`src/rtl/cipher_uart_tx.sv`:
```
// cipher_uart_tx
//   Streaming encrypt-and-transmit block. Plaintext bytes arrive over a
//   valid/ready handshake. Each byte is encrypted with one of four key modes
//   (bypass, static XOR, rotating XOR, chained XOR). The ciphertext is
//   buffered in a FIFO and sent out as 8N1 UART frames.
// Ports:
//   i_Clock, i_Reset          clock, synchronous active-high reset
//   i_Start, i_Mode, i_Key,   load mode/key/shift and reload the working key
//   i_Shift
//   i_Data_Valid, i_Data,     plaintext byte stream with end-of-message tag
//   i_Last, o_Data_Ready
//   o_TX_Serial, o_TX_Active  UART line (idle high), frame-in-progress flag
//   o_Done                    one-cycle pulse in the final stop cycle of a
//                             byte tagged last
//   o_Fifo_Count              ciphertext FIFO occupancy
module cipher_uart_tx #(
  parameter int CLKS_PER_BIT = 217,
  parameter int FIFO_DEPTH   = 16
) (
  input  logic                          i_Clock,
  input  logic                          i_Reset,
  input  logic                          i_Start,
  input  logic [1:0]                    i_Mode,
  input  logic [7:0]                    i_Key,
  input  logic [2:0]                    i_Shift,
  input  logic                          i_Data_Valid,
  input  logic [7:0]                    i_Data,
  input  logic                          i_Last,
  output logic                          o_Data_Ready,
  output logic                          o_TX_Serial,
  output logic                          o_TX_Active,
  output logic                          o_Done,
  output logic [$clog2(FIFO_DEPTH):0]   o_Fifo_Count
);

  localparam int AW = $clog2(FIFO_DEPTH);
  localparam int CW = (CLKS_PER_BIT > 2) ? $clog2(CLKS_PER_BIT) : 1;
  localparam logic [AW:0]   FULL_CNT = FIFO_DEPTH[AW:0];
  localparam logic [CW-1:0] LAST_CNT = CW'(CLKS_PER_BIT - 1);
  localparam logic [CW-1:0] DONE_CNT = CW'(CLKS_PER_BIT - 2);

  typedef enum logic [1:0] {
    MODE_BYPASS = 2'b00,
    MODE_STATIC = 2'b01,
    MODE_ROTATE = 2'b10,
    MODE_CHAIN  = 2'b11
  } mode_t;

  typedef enum logic [1:0] {
    ST_IDLE,
    ST_START,
    ST_DATA,
    ST_STOP
  } tx_state_t;

  // ---------------- key schedule ----------------
  mode_t       r_mode;
  logic [7:0]  r_k0;
  logic [2:0]  r_shift;
  logic [7:0]  r_kw;
  logic [7:0]  w_cipher;
  logic [15:0] w_rot16;
  logic [7:0]  w_rot;
  logic        w_full;
  logic        w_push;
  logic        w_pop;

  // Rotate via a doubled word so a shift of 0 needs no special case.
  assign w_rot16 = {r_kw, r_kw} << r_shift;
  assign w_rot   = w_rot16[15:8];

  always_comb begin
    w_cipher = i_Data;
    case (r_mode)
      MODE_STATIC:             w_cipher = i_Data ^ r_k0;
      MODE_ROTATE, MODE_CHAIN: w_cipher = i_Data ^ r_kw;
      default:                 w_cipher = i_Data;
    endcase
  end

  assign o_Data_Ready = !w_full && !i_Reset;
  assign w_push       = i_Data_Valid && o_Data_Ready;

  // The i_Start load comes last so it overrides a same-edge key update,
  // while the byte on that edge is still encrypted with the old state.
  always_ff @(posedge i_Clock) begin
    if (i_Reset) begin
      r_mode  <= MODE_BYPASS;
      r_k0    <= '0;
      r_shift <= '0;
      r_kw    <= '0;
    end else begin
      if (w_push) begin
        case (r_mode)
          MODE_ROTATE: r_kw <= w_rot;
          MODE_CHAIN:  r_kw <= w_cipher;
          default:     ;
        endcase
      end
      if (i_Start) begin
        r_mode  <= mode_t'(i_Mode);
        r_k0    <= i_Key;
        r_shift <= i_Shift;
        r_kw    <= i_Key;
      end
    end
  end

  // ---------------- ciphertext FIFO ----------------
  logic [8:0]    r_mem [FIFO_DEPTH];
  logic [AW-1:0] r_wr_ptr;
  logic [AW-1:0] r_rd_ptr;
  logic [AW:0]   r_count;
  tx_state_t     r_state;

  assign w_full       = (r_count == FULL_CNT);
  assign w_pop        = (r_state == ST_IDLE) && (r_count != '0);
  assign o_Fifo_Count = r_count;

  always_ff @(posedge i_Clock) begin
    if (w_push) r_mem[r_wr_ptr] <= {i_Last, w_cipher};
  end

  always_ff @(posedge i_Clock) begin
    if (i_Reset) begin
      r_wr_ptr <= '0;
      r_rd_ptr <= '0;
      r_count  <= '0;
    end else begin
      if (w_push) r_wr_ptr <= r_wr_ptr + 1'b1;
      if (w_pop)  r_rd_ptr <= r_rd_ptr + 1'b1;
      if (w_push && !w_pop)      r_count <= r_count + 1'b1;
      else if (!w_push && w_pop) r_count <= r_count - 1'b1;
    end
  end

  // ---------------- UART transmitter ----------------
  logic [7:0]    r_tx_shift;
  logic          r_tx_last;
  logic [CW-1:0] r_clk_cnt;
  logic [2:0]    r_bit_idx;

  always_ff @(posedge i_Clock) begin
    if (i_Reset) begin
      r_state     <= ST_IDLE;
      r_tx_shift  <= '0;
      r_tx_last   <= 1'b0;
      r_clk_cnt   <= '0;
      r_bit_idx   <= '0;
      o_TX_Serial <= 1'b1;
      o_TX_Active <= 1'b0;
      o_Done      <= 1'b0;
    end else begin
      case (r_state)
        ST_IDLE: begin
          o_TX_Serial <= 1'b1;
          o_TX_Active <= 1'b0;
          o_Done      <= 1'b0;
          r_clk_cnt   <= '0;
          if (w_pop) begin
            {r_tx_last, r_tx_shift} <= r_mem[r_rd_ptr];
            r_state     <= ST_START;
            o_TX_Serial <= 1'b0;
            o_TX_Active <= 1'b1;
          end
        end
        ST_START: begin
          if (r_clk_cnt == LAST_CNT) begin
            r_clk_cnt   <= '0;
            r_bit_idx   <= '0;
            r_state     <= ST_DATA;
            o_TX_Serial <= r_tx_shift[0];
          end else begin
            r_clk_cnt <= r_clk_cnt + 1'b1;
          end
        end
        ST_DATA: begin
          if (r_clk_cnt == LAST_CNT) begin
            r_clk_cnt <= '0;
            if (r_bit_idx == 3'd7) begin
              r_state     <= ST_STOP;
              o_TX_Serial <= 1'b1;
            end else begin
              r_bit_idx   <= r_bit_idx + 1'b1;
              r_tx_shift  <= r_tx_shift >> 1;
              o_TX_Serial <= r_tx_shift[1];
            end
          end else begin
            r_clk_cnt <= r_clk_cnt + 1'b1;
          end
        end
        ST_STOP: begin
          // Registered pulse: raised on the edge entering the final stop cycle.
          o_Done <= r_tx_last && (r_clk_cnt == DONE_CNT);
          if (r_clk_cnt == LAST_CNT) begin
            r_clk_cnt   <= '0;
            r_state     <= ST_IDLE;
            o_TX_Active <= 1'b0;
            o_Done      <= 1'b0;
          end else begin
            r_clk_cnt <= r_clk_cnt + 1'b1;
          end
        end
        default: r_state <= ST_IDLE;
      endcase
    end
  end

endmodule

```
`config.mk`:
```
export PLATFORM = sky130hd
export DESIGN_NAME = cipher_uart_tx
export DESIGN_NICKNAME = d
export VERILOG_FILES = /design/src/rtl/cipher_uart_tx.sv
export SDC_FILE = /design/constraint.sdc
export NUM_CORES = 1
export LEC_CHECK = 0
export BUFFER_PORTS_ARGS = -buffer_cell sky130_fd_sc_hd__buf_2
export CAP_MARGIN = 20
export CORE_AREA = 3 3 125 127
export CTS_CLUSTER_DIAMETER = 150
export DETAILED_ROUTE_END_ITERATION = 10
export DIE_AREA = 0 0 128 130
export GPL_TIMING_DRIVEN = 1
export HOLD_SLACK_MARGIN = 0.02
export PLACE_DENSITY_LB_ADDON = 0.25
export REMOVE_ABC_BUFFERS = 1
export SKIP_LAST_GASP = 1
export SYNTH_ARGS = -nofsm -noshare
export SYNTH_HDL_FRONTEND = slang
export SYNTH_SLANG_ARGS = --single-unit
```
`constraint.sdc`:
```
create_clock -name i_Clock -period 4.05 [get_ports i_Clock]
set_input_delay 1.0125 -clock i_Clock [delete_from_list [all_inputs] [get_ports i_Clock]]
set_output_delay 1.0125 -clock i_Clock [all_outputs]
set_load 0.02 [all_outputs]
```
==> summary.md, run 1 <==
| Metric | Value |
|---|---|
| Clk_lat worst skew | `0.50 ns` |
| Tmin final | `3.144 ns` |
| Gr usage total | `~22%` |
| Warnings, synthesis | `0` |
| Initial Util | `between 60% and 70%` |
| Port buffer count | `34` |
| Worst min path class | `register to register` |
| Vias in the first global route | `around 5200` |
| Synth area leader | `edfxtp_1` |
| Count leader, synth | `edfxtp_1` |
| Startpoint types | `register` |
| RePlAce Congestion | `0.8341` |
| CTS tree | `built` |
| CTS H-tree depth | `1` |
| Drt via density | `6.163` |
| CP Class | `register to register` |
| Total gr overflow | `0` |
| P per Cell Area | `600.1 nW/um^2` |
| Ports | `35` |
| Fin util | `68.67%` |
| Synth top area cells | `edfxtp_1, dfxtp_1, mux4_2` |
| Worst slew pin tran | `0.9751 ns` |
| Largest fanout on the critical path | `9` |
| Max Clk Rate | `0.3181 GHz` |
| Dpl cells | `between 800 and 900` |
| Post_cts resized | `0` |
| Post-synth EDFFs | `144` |
| Area Growth Syn to Fin | `12.40%` |
| CP arrival | `3.56 ns` |
| Worst Path Required | `about 4.5 ns` |
| Mapped Cells | `620` |
| Largest net degree at the start of global routing | `between 50 and 60` |
| FF+latch count, synth | `207` |
| Final Hold Viols | `0` |
| Cell Area, Synth | `8880 sq um` |
| Post-Route Setup TNS | `0 ns` |
| Vias post-DR | `between 5000 and 6000` |
| Max-cap violations | `0` |
| Fillcell total | `roughly 1000` |
| Pleak | `3.415 nW` |
| Die area | `16640 sq um` |
| Final HPWL DP | `approximately 12000 um` |
| Mapped Avg Cell Area | `14.32 sq um` |
| Area of the multi-input gates | `3068 sq um` |
| Wire per inst | `between 20 and 25 um` |
| Residual DRC | `0` |
| Clock Skew | `between 0.015 and 0.02 ns` |
| CTS Buffer Depth | `3` |
| First-pass GRT wire length | `~29000 um` |
| Layout Nets | `709` |
| Post-route ant nets | `0` |
| Post-CTS Setup Bufs | `0` |
| Diode count | `0` |
| Register area | `5587 sq um` |
| Root buf cell | `clkbuf_16` |
| Max Slew Vio Count | `0` |
| Crit end category | `register` |
| Core footprint | `14530 sq um` |
| Post-synth top cells | `edfxtp_1, dfxtp_1, nor2_1` |
| Synth Flop Type | `edfxtp_1` |
| Slew headroom | `between 30% and 40%` |
| Unique masters post-synth | `50` |
| Inserted Clock Buffers | `22` |
| Core Rows | `44` |
| FF-to-FF setup slack | `0.91 ns` |
| Drt first-iter violations | `441` |
| Sink Count | `207` |
| Clock transition at path regs | `0.06 ns` |
| Unrepaired setup endpoints after global routing | `no` |
| Chip height | `approximately 130 um` |
| Post-synth ARST share | `0%` |
| Register area share after synthesis | `62.90%` |
| Count of final setup violators | `0` |
| Status | `completed` |
| Post-Route WL | `18040 um` |
| Fraction of layout cells with a size suffix above 1 | `22.17%` |
| Max rail drop VDD | `0.4657 mV` |
| Pre-Repair DR Iteration Count | `5` |
| Initial antenna violation count | `0` |
| Top-area cell type share of the netlist area | `48.70%` |
| Post-Layout Cell Count | `865` |
| Hold-fix buffers at CTS | `0` |
| Chip Width | `128 um` |
| Crit share post-route | `77.62%` |
-- layout make-up --
cell class                      count  area share (%)
Sequential cell                   207           55.97
Multi-Input combinational cell    366           30.74
Clock buffer                       27           5.704
Timing Repair Buffer               55           3.284
Tap cell                          184           2.307
Clock inverter                     13           1.504
Inverter                           13          0.4889
-- worst paths after layout --
check / startpoint / to / depth (start not counted)
hold / removal: r_clk_cnt[0] / r_clk_cnt[0] / 1
hold reg to reg: r_clk_cnt[0] / r_clk_cnt[0] / 1
setup / recovery: o_Fifo_Count[1] / o_Fifo_Count[4] / 10
setup reg to reg: o_Fifo_Count[1] / o_Fifo_Count[4] / 10
-- state kept, by name, summed over array words and instances (netlist names), 2 cells and up, named ones only --
name          count
r_kw              8
r_shift           3
r_tx_shift        8
r_clk_cnt         8
r_k0              8
r_mode            2
o_Fifo_Count      5
r_mem           144
r_wr_ptr          4
r_state           2
r_bit_idx         3
r_rd_ptr          4
-- power breakdown --
group,switching (W),internal [W]
logic,0.000755,0.000670
registers,0.000170,0.00241
clock network,0.000790,0.00119
-- stage by stage --
step | setup slack (ns) | hold slack (ns) | power [W] | instance area, sq um
3_3_place_gp | 0.8689 | 0.4397 | 0.004001 | 9261
3_5_place_dp | 0.7499 | 0.4514 | 0.004046 | 9261
5_1_grt | 0.6983 | 0.4887 | 0.006276 | 9981
6_report | 0.9064 | 0.4601 | 0.005990 | 9981
4_1_cts | 0.8982 | 0.4652 | 0.006035 | 9981
2_1_floorplan | 0.5677 | 0.4256 | 0.003683 | 8702
-- critical path: stages (launching register included) --
cell and delay, ns:
dfxtp_1 0.37, or4_4 0.57, o21ai_2 0.40, ha_1 0.28, inv_1 0.11, fa_1 0.41
a21o_1 0.17, a21oi_1 0.18, xnor2_1 0.10, or3_1 0.32, a21oi_1 0.16
-- cells in the final DEF (no fill, tap or decap), drive strengths merged, types with 2 or more instances in the layout --
cell type and n:
nand4 2, nor4 3, mux2i 15, clkinv 9, or3 5, ha 17, and3 2, xnor2 14
edfxtp 144, a211oi 17, buf 55, a21o 3, o311ai 2, o21ai 12, a22oi 20, nor3 19
and2 2, nand3 25, bufinv 3, a31oi 2, a21oi 27, nand2b 16, mux4 42, xor2 9
mux2 3, nand3b 2, nand2 29, nor2b 10, clkbuf 27, dfxtp 63, nor2 58, inv 13
-- cells by family after synthesis --
logic type,after synthesis,synth area share [%]
xor+xnor,23,2.269
buf+inv,47,2.550
fa+ha+maj,18,2.621
mux,60,12.72
compound gates,89,7.074
flops,207,62.90
simple gates,176,9.863
-- routing by layer --
metal	wire length, um	GRT usage [%]
met4	483	5.431
met5	0	0
met3	1051	3.479
met2	8792	35.74
met1	7708	32.08
Power figures use the tool's default switching activity.
==> inputs of run 2 (changes only) <==
- clock period: 4.05 -> 3.18 ns (I/O delays scaled with it)
==> summary.md, run 2 (synthesis gave the netlist of run 1 again) <==
| Metric | Value |
|---|---|
| Status | `completed` |
| Vias post-DR | `between 5000 and 6000` |
| Root buf cell | `clkbuf_16` |
| Inserted Clock Buffers | `22` |
| Sink Count | `around 210` |
| Core Rows | `44` |
| Post-route ant nets | `0` |
| Count of final setup violators | `0` |
| P per Cell Area | `769.7 nW/um^2` |
| Final Hold Slack | `0.4576 ns` |
| First-pass GRT wire length | `29820 um` |
| Worst r2r path cells | `10` |
| Diode count | `0` |
| Register area | `5587 sq um` |
| Most flops, register | `r_mem` |
| Unrepaired setup endpoints after global routing | `no` |
| Post-Route WL | `between 15000 and 20000 um` |
| Max rail drop VDD | `about 0.47 mV` |
| Ports | `35` |
| Fraction of layout cells with a size suffix above 1 | `24.25%` |
| Crit share post-route | `86.47%` |
| Drt via density | `6.205` |
| Worst Path Required | `around 3.6 ns` |
| CTS Buffer Depth | `3` |
| Most common cell after layout, fill and taps aside | `edfxtp_1` |
| Port buffer count | `34` |
| Worst hold path depth | `1` |
| Fin util | `around 70%` |
| Vias in the first global route | `5410` |
| Total gr overflow | `0` |
| Worst min path class | `register to register` |
| Die area | `~17000 sq um` |
| Pre-Repair DR Iteration Count | `5` |
| Post-CTS Setup Bufs | `0` |
| Commonest cells after routing, fill and taps aside | `edfxtp_1, dfxtp_1, nor2_1` |
| Fillcell total | `977` |
| Largest net degree at the start of global routing | `55` |
| Final Hold Viols | `0` |
| Crit end category | `register` |
| Hold-fix buffers at CTS | `0` |
| Number of flip-flops in the largest register | `144` |
| Clock Skew | `0.006291 ns` |
| Initial Util | `61.10%` |
| CTS tree | `built` |
| CP arrival | `3.18 ns` |
| Tmin final | `2.750 ns` |
| Post-Route Setup TNS | `0 ns` |
| Final HPWL DP | `12120 um` |
| Chip height | `130 um` |
| Max Slew Vio Count | `0` |
| Layout Nets | `725` |
| Max-cap violations | `0` |
| Chip Width | `~130 um` |
| Drt first-iter violations | `438` |
| CTS H-tree depth | `1` |
| Residual DRC | `0` |
| Largest fanout on the critical path | `6` |
| Initial antenna violation count | `0` |
| Wire per inst | `20.74 um` |
| Core footprint | `14530 sq um` |
| Clk_lat worst skew | `0.50 ns` |
| Area Growth Syn to Fin | `14.30%` |
| Area of the multi-input gates | `about 3100 sq um` |
| Total power | `0.007812 W` |
| RePlAce Congestion | `0.9529` |
| Pleak | `3.527 nW` |
| CP Class | `register to register` |
| Max Clk Rate | `0.3637 GHz` |
| Post_cts resized | `0` |
| Worst slew pin tran | `roughly 0.9 ns` |
| Slew headroom | `about 39%` |
| Clock transition at path regs | `0.06 ns` |
| Gr usage total | `between 20% and 30%` |
| Startpoint types | `register` |
run 2: changes by cell type in the layout (fill, tap and decap cells not counted):
cell,previous run,this run
bufinv_16,3,4
clkinv_2,5,6
clkinv_8,1,0
buf_4,21,36
clkinv_1,3,5
clkbuf_16,22,23
clkbuf_1,5,1
buf_12,0,1
run 2: layout make-up:
cell class / instances / area share (%)
well taps: 184 / 2.268
inverters: 13 / 0.4808
multi-input cells: 366 / 30.23
clock inverters: 16 / 1.738
flip-flops and latches: 207 / 55.04
repair buffers: 71 / 4.537
clock buffers: 24 / 5.708
run 2: final timing paths:
| kind | from | endpoint | slack (ns) |
|---|---|---|---|
| max | o_Fifo_Count[1] | o_Fifo_Count[4] | 0.43 |
| min | r_clk_cnt[0] | r_clk_cnt[0] | 0.46 |
| max reg2reg | o_Fifo_Count[1] | o_Fifo_Count[4] | 0.43 |
| min reg2reg | r_clk_cnt[0] | r_clk_cnt[0] | 0.46 |
run 2: layer usage:
layer  global-route usage, %  part of all wire, %  up-vias
met5                       0                    0        -
met1                   32.77                   42     2746
met3                   3.357                  6.5       31
met2                   37.52                   49      210
li1                        -                    -     2480
met4                   6.617                  2.1        0
run 2: report_power, final:
part / switching (W) / leakage, nW / internal, W / total (W)
Sequential: 0.000166 / 1.81 / 0.00307 / 0.00324
Combinational: 0.00105 / 1.34 / 0.000887 / 0.00193
Clock: 0.00101 / 0.373 / 0.00163 / 0.00264
run 2: per-stage QoR:
| stage | setup WS [ns] | cells | area, sq um |
|---|---|---|---|
| after global routing | 0.2075 | 881 | 10150 |
| final | 0.4304 | 881 | 10150 |
| after detailed placement | 0.2741 | 841 | 9394 |
| after global placement | 0.2972 | 841 | 9394 |
| after CTS | 0.4378 | 881 | 10150 |
| after floorplan | -0.08480 | 586 | 8702 |
run 2: critical path, cell delays in order (launching register included):
cell     delay, ns
dfxtp_1       0.37
or4_4         0.56
o21ai_2       0.16
ha_1          0.20
inv_1         0.10
fa_1          0.42
a21o_1        0.18
a21oi_1       0.17
xnor2_1       0.09
or3_1         0.30
a21oi_1       0.13
